$ cat config.mk
export PLATFORM = sky130hd
export DESIGN_NAME = mem_arbiter
export DESIGN_NICKNAME = d
export VERILOG_FILES = /design/src/rtl/mem_pkg.sv /design/src/rtl/lsu_align.sv /design/src/rtl/mem_arbiter.sv
export SDC_FILE = /design/constraint.sdc
export NUM_CORES = 1
export LEC_CHECK = 0
export ABC_AREA = 1
export CAP_MARGIN = 20
export CELL_PAD_IN_SITES_DETAIL_PLACEMENT = 1
export CELL_PAD_IN_SITES_GLOBAL_PLACEMENT = 2
export CORE_MARGIN = 4
export CORE_UTILIZATION = 10
export CTS_CLUSTER_SIZE = 25
export DETAILED_ROUTE_END_ITERATION = 8
export GPL_TIMING_DRIVEN = 0
export PLACE_DENSITY = 0.83
export SYNTH_ARGS = -nofsm -noshare
export SYNTH_HDL_FRONTEND = slang
export SYNTH_SLANG_ARGS = --single-unit
$ cat constraint.sdc
create_clock -name clock -period 1.5 [get_ports clock]
set_input_delay 0.225 -clock clock [delete_from_list [all_inputs] [get_ports clock]]
set_output_delay 0.225 -clock clock [all_outputs]
set_load 0.005 [all_outputs]
$ cat src/rtl/mem_pkg.sv
// Shared codes for the memory arbiter: RV32I load/store width codes,
// response owner tags and byte-lane enable constants.
package mem_pkg;

    localparam logic [2:0] FB  = 3'b000;
    localparam logic [2:0] FH  = 3'b001;
    localparam logic [2:0] FW  = 3'b010;
    localparam logic [2:0] FBU = 3'b100;
    localparam logic [2:0] FHU = 3'b101;

    localparam logic [3:0] BE_NONE    = 4'b0000;
    localparam logic [3:0] BE_ALL     = 4'b1111;
    localparam logic [3:0] BE_LO_HALF = 4'b0011;
    localparam logic [3:0] BE_HI_HALF = 4'b1100;

    typedef enum logic [2:0] {
        NONE    = 3'd0,
        IF      = 3'd1,
        D_LOAD  = 3'd2,
        D_STORE = 3'd3,
        D_ERR   = 3'd4
    } owner_t;

    function automatic logic is_d_owner(input owner_t o);
        return (o == D_LOAD) || (o == D_STORE) || (o == D_ERR);
    endfunction

endpackage

$ cat src/rtl/lsu_align.sv
// Combinational load/store aligner: store lane steering, access legality check
// and load byte/half extraction with sign or zero extension. No state, no stalls.
module lsu_align (
    input  logic        we,
    input  logic [2:0]  funct3,
    input  logic [1:0]  addr_lo,
    input  logic [31:0] wdata,
    output logic        err,
    output logic [3:0]  be,
    output logic [31:0] wdata_lane,
    input  logic [2:0]  ld_funct3,
    input  logic [1:0]  ld_addr_lo,
    input  logic [31:0] rdata,
    output logic [31:0] ld_data
);
    import mem_pkg::*;

    logic        illegal;
    logic        misaligned;
    logic [31:0] shifted;

    // Unsigned widths exist only for loads; stores accept B/H/W only.
    always_comb begin
        illegal = 1'b1;
        case (funct3)
            FB, FH, FW: illegal = 1'b0;
            FBU, FHU:   illegal = we;
            default:    illegal = 1'b1;
        endcase
    end

    always_comb begin
        misaligned = 1'b0;
        case (funct3)
            FH, FHU: misaligned = addr_lo[0];
            FW:      misaligned = (addr_lo != 2'b00);
            default: misaligned = 1'b0;
        endcase
    end

    assign err = illegal | misaligned;

    always_comb begin
        be         = BE_ALL;
        wdata_lane = '0;
        if (we) begin
            case (funct3)
                FB: begin
                    be         = 4'b0001 << addr_lo;
                    wdata_lane = {4{wdata[7:0]}};
                end
                FH: begin
                    be         = addr_lo[1] ? BE_HI_HALF : BE_LO_HALF;
                    wdata_lane = {2{wdata[15:0]}};
                end
                default: begin
                    be         = BE_ALL;
                    wdata_lane = wdata;
                end
            endcase
        end
    end

    // Load side uses the offset/width captured at grant, not the live request.
    assign shifted = rdata >> {ld_addr_lo, 3'b000};

    always_comb begin
        ld_data = '0;
        case (ld_funct3)
            FB:      ld_data = {{24{shifted[7]}}, shifted[7:0]};
            FBU:     ld_data = {24'h0, shifted[7:0]};
            FH:      ld_data = {{16{shifted[15]}}, shifted[15:0]};
            FHU:     ld_data = {16'h0, shifted[15:0]};
            FW:      ld_data = rdata;
            default: ld_data = '0;
        endcase
    end

endmodule

$ cat src/rtl/mem_arbiter.sv
// Fetch/data arbiter onto one synchronous SRAM; response 1 cycle after grant.
// Collision loser sees gnt low and must hold its request until granted.
module mem_arbiter #(
    parameter int DATA_PRIO = 1,
    parameter int AW        = 32
) (
    input  logic          clock,
    input  logic          reset_n,
    input  logic          if_req,
    input  logic [AW-1:0] if_addr,
    output logic          if_gnt,
    output logic          if_rvalid,
    output logic [31:0]   if_rdata,
    input  logic          d_req,
    input  logic          d_we,
    input  logic [2:0]    d_funct3,
    input  logic [AW-1:0] d_addr,
    input  logic [31:0]   d_wdata,
    output logic          d_gnt,
    output logic          d_rvalid,
    output logic [31:0]   d_rdata,
    output logic          d_err,
    output logic          mem_en,
    output logic          mem_we,
    output logic [3:0]    mem_be,
    output logic [AW-1:0] mem_addr,
    output logic [31:0]   mem_wdata,
    input  logic [31:0]   mem_rdata
);
    import mem_pkg::*;

    localparam logic [AW-1:0] WORD_MASK = ~(AW'(3));

    owner_t      owner;
    owner_t      owner_nxt;
    logic        d_win;
    logic        if_win;
    logic        acc_err;
    logic [3:0]  acc_be;
    logic [31:0] acc_wdata;
    logic [1:0]  ld_addr_lo;
    logic [2:0]  ld_funct3;
    logic [31:0] ld_data;

    // Grants are gated by reset so the SRAM sees no strobes while held in reset.
    always_comb begin
        d_win  = reset_n && d_req  && ((DATA_PRIO != 0) || !if_req);
        if_win = reset_n && if_req && ((DATA_PRIO == 0) || !d_req);
    end

    assign d_gnt  = d_win;
    assign if_gnt = if_win;

    lsu_align u_align (
        .we         (d_we),
        .funct3     (d_funct3),
        .addr_lo    (d_addr[1:0]),
        .wdata      (d_wdata),
        .err        (acc_err),
        .be         (acc_be),
        .wdata_lane (acc_wdata),
        .ld_funct3  (ld_funct3),
        .ld_addr_lo (ld_addr_lo),
        .rdata      (mem_rdata),
        .ld_data    (ld_data)
    );

    always_comb begin
        owner_nxt = NONE;
        mem_en    = 1'b0;
        mem_we    = 1'b0;
        mem_be    = BE_NONE;
        mem_addr  = '0;
        mem_wdata = '0;
        if (d_win) begin
            if (acc_err) begin
                owner_nxt = D_ERR;
            end else begin
                owner_nxt = d_we ? D_STORE : D_LOAD;
                mem_en    = 1'b1;
                mem_we    = d_we;
                mem_be    = acc_be;
                mem_addr  = d_addr & WORD_MASK;
                mem_wdata = acc_wdata;
            end
        end else if (if_win) begin
            owner_nxt = IF;
            mem_en    = 1'b1;
            mem_be    = BE_ALL;
            mem_addr  = if_addr & WORD_MASK;
        end
    end

    always_ff @(posedge clock or negedge reset_n) begin
        if (!reset_n) begin
            owner      <= NONE;
            ld_addr_lo <= 2'b00;
            ld_funct3  <= FW;
        end else begin
            owner <= owner_nxt;
            if (d_win && !d_we) begin
                ld_addr_lo <= d_addr[1:0];
                ld_funct3  <= d_funct3;
            end
        end
    end

    always_comb begin
        if_rvalid = (owner == IF);
        if_rdata  = if_rvalid ? mem_rdata : '0;
        d_rvalid  = is_d_owner(owner);
        d_err     = (owner == D_ERR);
        d_rdata   = (owner == D_LOAD) ? ld_data : '0;
    end

endmodule

Word-level counts from Yosys, hierarchy flattened
Cells that the tools add are included.
{"block": "word_totals", "regBits": 8, "latchBits": 0, "ram_bits": 0, "rom_bits": 0, "in_bits": 136, "output_inout_bits": 139, "wordCells": 59, "mem_count": 0}
{"block": "classes", "add_sub_neg": 0, "multipliers": 0, "div_mod_pow": 0, "magnitude_cmp": 0, "eq_ne": 12, "n_shift": 2, "muxes": 27, "bitwise": 1, "n_reduce_logical": 14}
{"op": "$mux W32", "count": 8}
{"op": "$pmux W32 S5", "count": 1}
{"op": "$pmux W32 S2", "count": 1}
{"op": "$shr A32 B5 Y16", "count": 1}
{"op": "$mux W4", "count": 5}
{"op": "$eq A3 B3 Y1 const B", "count": 5}
{"op": "$eq A3 B2 Y1 const B", "count": 4}
{"op": "$eq A3 B1 Y1 const B", "count": 3}
{"op": "$pmux W4 S2", "count": 1}
{"op": "$mux W1", "count": 7}
{"op": "$logic_not A3 Y1", "count": 2}
{"op": "$mux W3", "count": 2}
{"op": "$logic_and A1 B1 Y1", "count": 4}
{"op": "$pmux W1 S2", "count": 2}
{"op": "$reduce_or A2 Y1", "count": 2}
{"op": "$shl A1 B2 Y4 const A", "count": 1}
{"op": "$reduce_or A3 Y1", "count": 1}
{"op": "$logic_not A1 Y1", "count": 2}
{"op": "$logic_or A1 B1 Y1", "count": 2}
{"op": "$reduce_bool A2 Y1", "count": 1}
{"op": "$or A1 B1 Y1", "count": 1}

Longest topological paths before layout
{"block": "logic_depth", "ltp_word": 6, "mapped_depth": 10, "depth_no_buf": 8}

Modules after synthesis
A second synthesis with hierarchy kept.
{"block": "hier_totals", "cells_unflattened": 712, "hier_area_um2": 3499.6}
{"module": "mem_arbiter", "instances": 1, "cells_per_inst": 374, "area_each_um2": 1995.7, "seq_area_each_um2": 201.4}
{"module": "lsu_align", "instances": 1, "cells_per_inst": 338, "area_each_um2": 1503.9, "seq_area_each_um2": 0.0}

Worst setup path before layout
Ideal clock, no wire load.
{"block": "synth_timing", "path_type": "register to output", "from": "register ld_funct3[1]", "to": "output port d_rdata[21]", "arrival_time_ps": 1337, "required_ps": 1275, "path_slack_ps": -62, "path_stages_with_launch": 8, "path_cell_list": "dfstp_2 > inv_2 > nor2_2 > inv_2 > buf_2 > nor2_1 > nor2_1 > nor2_1"}
{"block": "synth_via", "elab_chain_len": 3}
{"element": "start: declaration", "line_no": "mem_arbiter.sv:42", "rtl": "logic [2:0] ld_funct3;"}
{"element": "start signal: assignment", "line_no": "mem_arbiter.sv:103", "rtl": "ld_funct3 <= d_funct3;"}
{"element": "$eq A3 B2 Y1, or another cell as far along", "line_no": "lsu_align.sv:69", "rtl": "case (ld_funct3)"}
{"element": "$pmux W32 S5 (*)", "line_no": "lsu_align.sv:69"}
{"element": "$mux W32 (*)", "line_no": "mem_arbiter.sv:113", "rtl": "d_rdata = (owner == D_LOAD) ? ld_data : '0;"}
{"element": "end: declaration", "line_no": "mem_arbiter.sv:21", "rtl": "output logic [31:0] d_rdata,"}
Every way passes the cells marked *; elsewhere a longest branch is shown, timed or not.

Worst setup path in the final report
{"block": "layout_timing", "from": "register ld_addr_lo[0]", "to": "output port d_rdata[23]"}
{"block": "layout_via", "elab_chain_len": 3}
{"element": "start: declaration", "line_no": "mem_arbiter.sv:41", "rtl": "logic [1:0] ld_addr_lo;"}
{"element": "start signal: assignment", "line_no": "mem_arbiter.sv:102", "rtl": "ld_addr_lo <= d_addr[1:0];"}
{"element": "$shr A32 B5 Y16", "line_no": "lsu_align.sv:65", "rtl": "assign shifted = rdata >> {ld_addr_lo, 3'b000};"}
{"element": "$pmux W32 S5", "line_no": "lsu_align.sv:69"}
{"element": "$mux W32", "line_no": "mem_arbiter.sv:113"}
Every way passes these cells.

==> impl_results.md <==
- Run status: finished, violations left
- Failing checks: setup timing
- First-pass GRT wire length: 30680 um
- Yosys cell types: 24
- Antenna-violating nets left: 0
- Area of the mapped netlist: 2447 sq um
- Via count of the first global-routing pass: 5429
- Master cell of the clock root buffer: clkbuf_16
- Share of the synthesized area in the top cell type: 29.60%
- Number of register bits inferred by synthesis: 8
- Util after Layout: 31.61%
- Worst slack after detailed placement: -1556 ps
- Hold Path Class: primary input to flip-flop
- Number of placement rows: 56
- Worst Path Max Fanout: 6
- Ratio of total power to cell area: 456.8 nW/um^2
- Element type at the critical path end: output port
- Final WS setup: -513.7 ps
- Period utilization: 134.2%
- Fraction of final layout cells sized beyond drive strength 1: 53.20%
- YS warnings: 0
- Max-slew violations: 0
- Most frequent cell after synthesis: nand2_1
- HPWL after detailed placement: 15730 um
- Initial detailed-routing violation count: 180
- Standby leakage power: 3.720 nW
- Worst-path clk slew: 40 ps
- Top post-synthesis cells by area: nand2_1, nor2_1, inv_1
- Total I/O pin count: approximately 280
- Commonest cells in the netlist: nand2_1, nor2_1, inv_1
- IR drop worst, VDD: 0.2762 mV
- Total core area: approximately 24000 sq um
- RSZ-0062 raised after global routing: yes
- Final setup violation count: approximately 110
- Number of buffers on the longest clock path: 2
- Synth async-reset ratio: 100.0%
- Total Nets Final: 1058
- Max-cap violation count: 0
- Routed vias/inst: roughly 4.0
- Largest net degree at the start of global routing: 11
- Maximum clock skew at final layout: 0 ps
- Number of antenna violations at the first check in global routing: 0
- Wirelength per Cell: 17.09 um
- Vert. Die Dim: 164.4 um
- Remaining Overflow, GRT: 0
- Sum Neg Setup Slack: -20870 ps
- Cts bufs inserted: 3
- Total length of routed wires: 21210 um
- DRC violations left: 0
- Count of endpoints failing hold in the final timing report: 0
- Maximum operating frequency: 496.6 MHz
- Post-synthesis sequential area ratio: between 8 and 9%
- Initial cell density of the core: 10.30%
- Overall die width: 164.4 um
- H-tree depth: 1
- Number of detailed-routing iterations run before antenna repair: 4
- Area leader, netlist: nand2_1
- Final estimated routing congestion in global placement: 0.8103
- Crit path DAT: 1790 ps
- Post-Synthesis Mean Instance Area: 4.557 sq um
- Startpoint Class: flip-flop
- Final critical-path required period: between 2000 and 2500 ps
- Clk_lat worst skew: 230 ps
- Primary FF master, synth: dfrtp_1
- CTS tree: built
- Die footprint: 27040 sq um
- Port-buffer cells: 270
- Worst hold slack after final layout: 349.8 ps
- Worst endpoint required time: 1270 ps
- Via count of the routed design: just under 5000
- Count of flip-flops with a built-in enable after synthesis: 0
- Count of clock tree sinks: 8
- Worst setup path category: flip-flop to output port
- Area growth syn-to-layout: 206.7%
- Total Routing Usage GR: 14.51%
- Synthesized netlist cell count: 537
-- through the flow --
step	power (mW)	instances	area, sq um
after floorplan	1.049	538	2456
after global placement	1.966	1127	5558
after detailed placement	1.977	1127	5558
after CTS	3.126	1231	6802
after global routing	3.677	1240	7505
final	3.429	1241	7507
-- area by class of cell --
| cell class | count | area (sq um) |
|---|---|---|
| well taps | 319 | 399.1 |
| flip-flops and latches | 8 | 205.2 |
| plain buffers | 28 | 369.1 |
| inverters | 63 | 280.3 |
| multi-input cells | 439 | 2806 |
| repair buffers | 379 | 3366 |
| diodes | 1 | 2.502 |
| clock buffers | 4 | 78.83 |
| fillers | 2946 | 16250 |
-- per-layer routing --
layer  up-vias  track usage, %  part of all wire, %
met4         0           2.344                  1.8
met5         -               0                    0
met3        19           4.467                   10
met2       222           28.33                   52
met1      2307           15.46                   36
li1       2418               -                    -
-- cells by family (layout without fill, tap and decap cells) --
family | after synthesis | after routing | synth area share, %
buffers and inverters | 91 | 474 | 15.59
AND/OR/NAND/NOR | 364 | 364 | 59.15
flip-flops | 8 | 8 | 8.231
AO/OA/AOI/OAI | 73 | 73 | 16.87
other | 1 | 3 | 0.1532
-- flip-flops by register name (all words and copies together) (netlist names) --
signal / flops
ld_addr_lo: 2
ld_funct3: 3
owner: 3
-- power by group --
group | switching [mW] | total, mW | leakage (nW) | internal [mW]
combinational | 1.32 | 2.69 | 3.58 | 1.37
clock | 0.104 | 0.458 | 0.0382 | 0.354
sequential | 0.0305 | 0.279 | 0.0967 | 0.248
total | 1.46 | 3.43 | 3.72 | 1.97
-- critical path, cell delays in order (launching register included) --
cell,delay [ps]
dfrtp_2,450
buf_6,140
nor2_4,130
nand2_2,70
nand2_2,90
nand2_2,80
nand2_4,80
buf_6,130
buf_6,120
nor2_4,30
nor2_2,120
buf_2,130
-- placed cells by master, fill, tap and decap left out, types with 14 or more instances in the layout --
master / instances
nand2_1: 132
buf_6: 64
nand2_4: 14
nand2_2: 49
inv_1: 46
nor2_2: 30
clkdlybuf4s50_1: 122
buf_2: 109
a21oi_1: 20
buf_8: 18
buf_4: 61
nor2_1: 59
nor2_4: 57
-- timing repair --
item / 4_1_cts / 5_1_grt
pin swaps: 54 / 62
gates resized for setup: 843 / 197
hold buffers: 1 / 0
setup endpoints to repair: 144 / 133
gates cloned: 8 / 0
setup buffers: 97 / 19
endpoints found under the hold margin: 8 / 0
-- worst paths after layout --
kind	from	end	slack (ps)	cells past startpoint
min in group asynchronous	reset_n	ld_funct3[2]	440	2
max in group asynchronous	reset_n	ld_funct3[1]	750	2
worst max-delay path	ld_addr_lo[0]	d_rdata[23]	-510	11
worst max register to register	ld_addr_lo[0]	ld_addr_lo[0]	40	8
worst min-delay path	reset_n	owner[2]	350	4
worst min register to register	ld_funct3[2]	ld_funct3[2]	600	3
(Power assumes the default switching activity.)
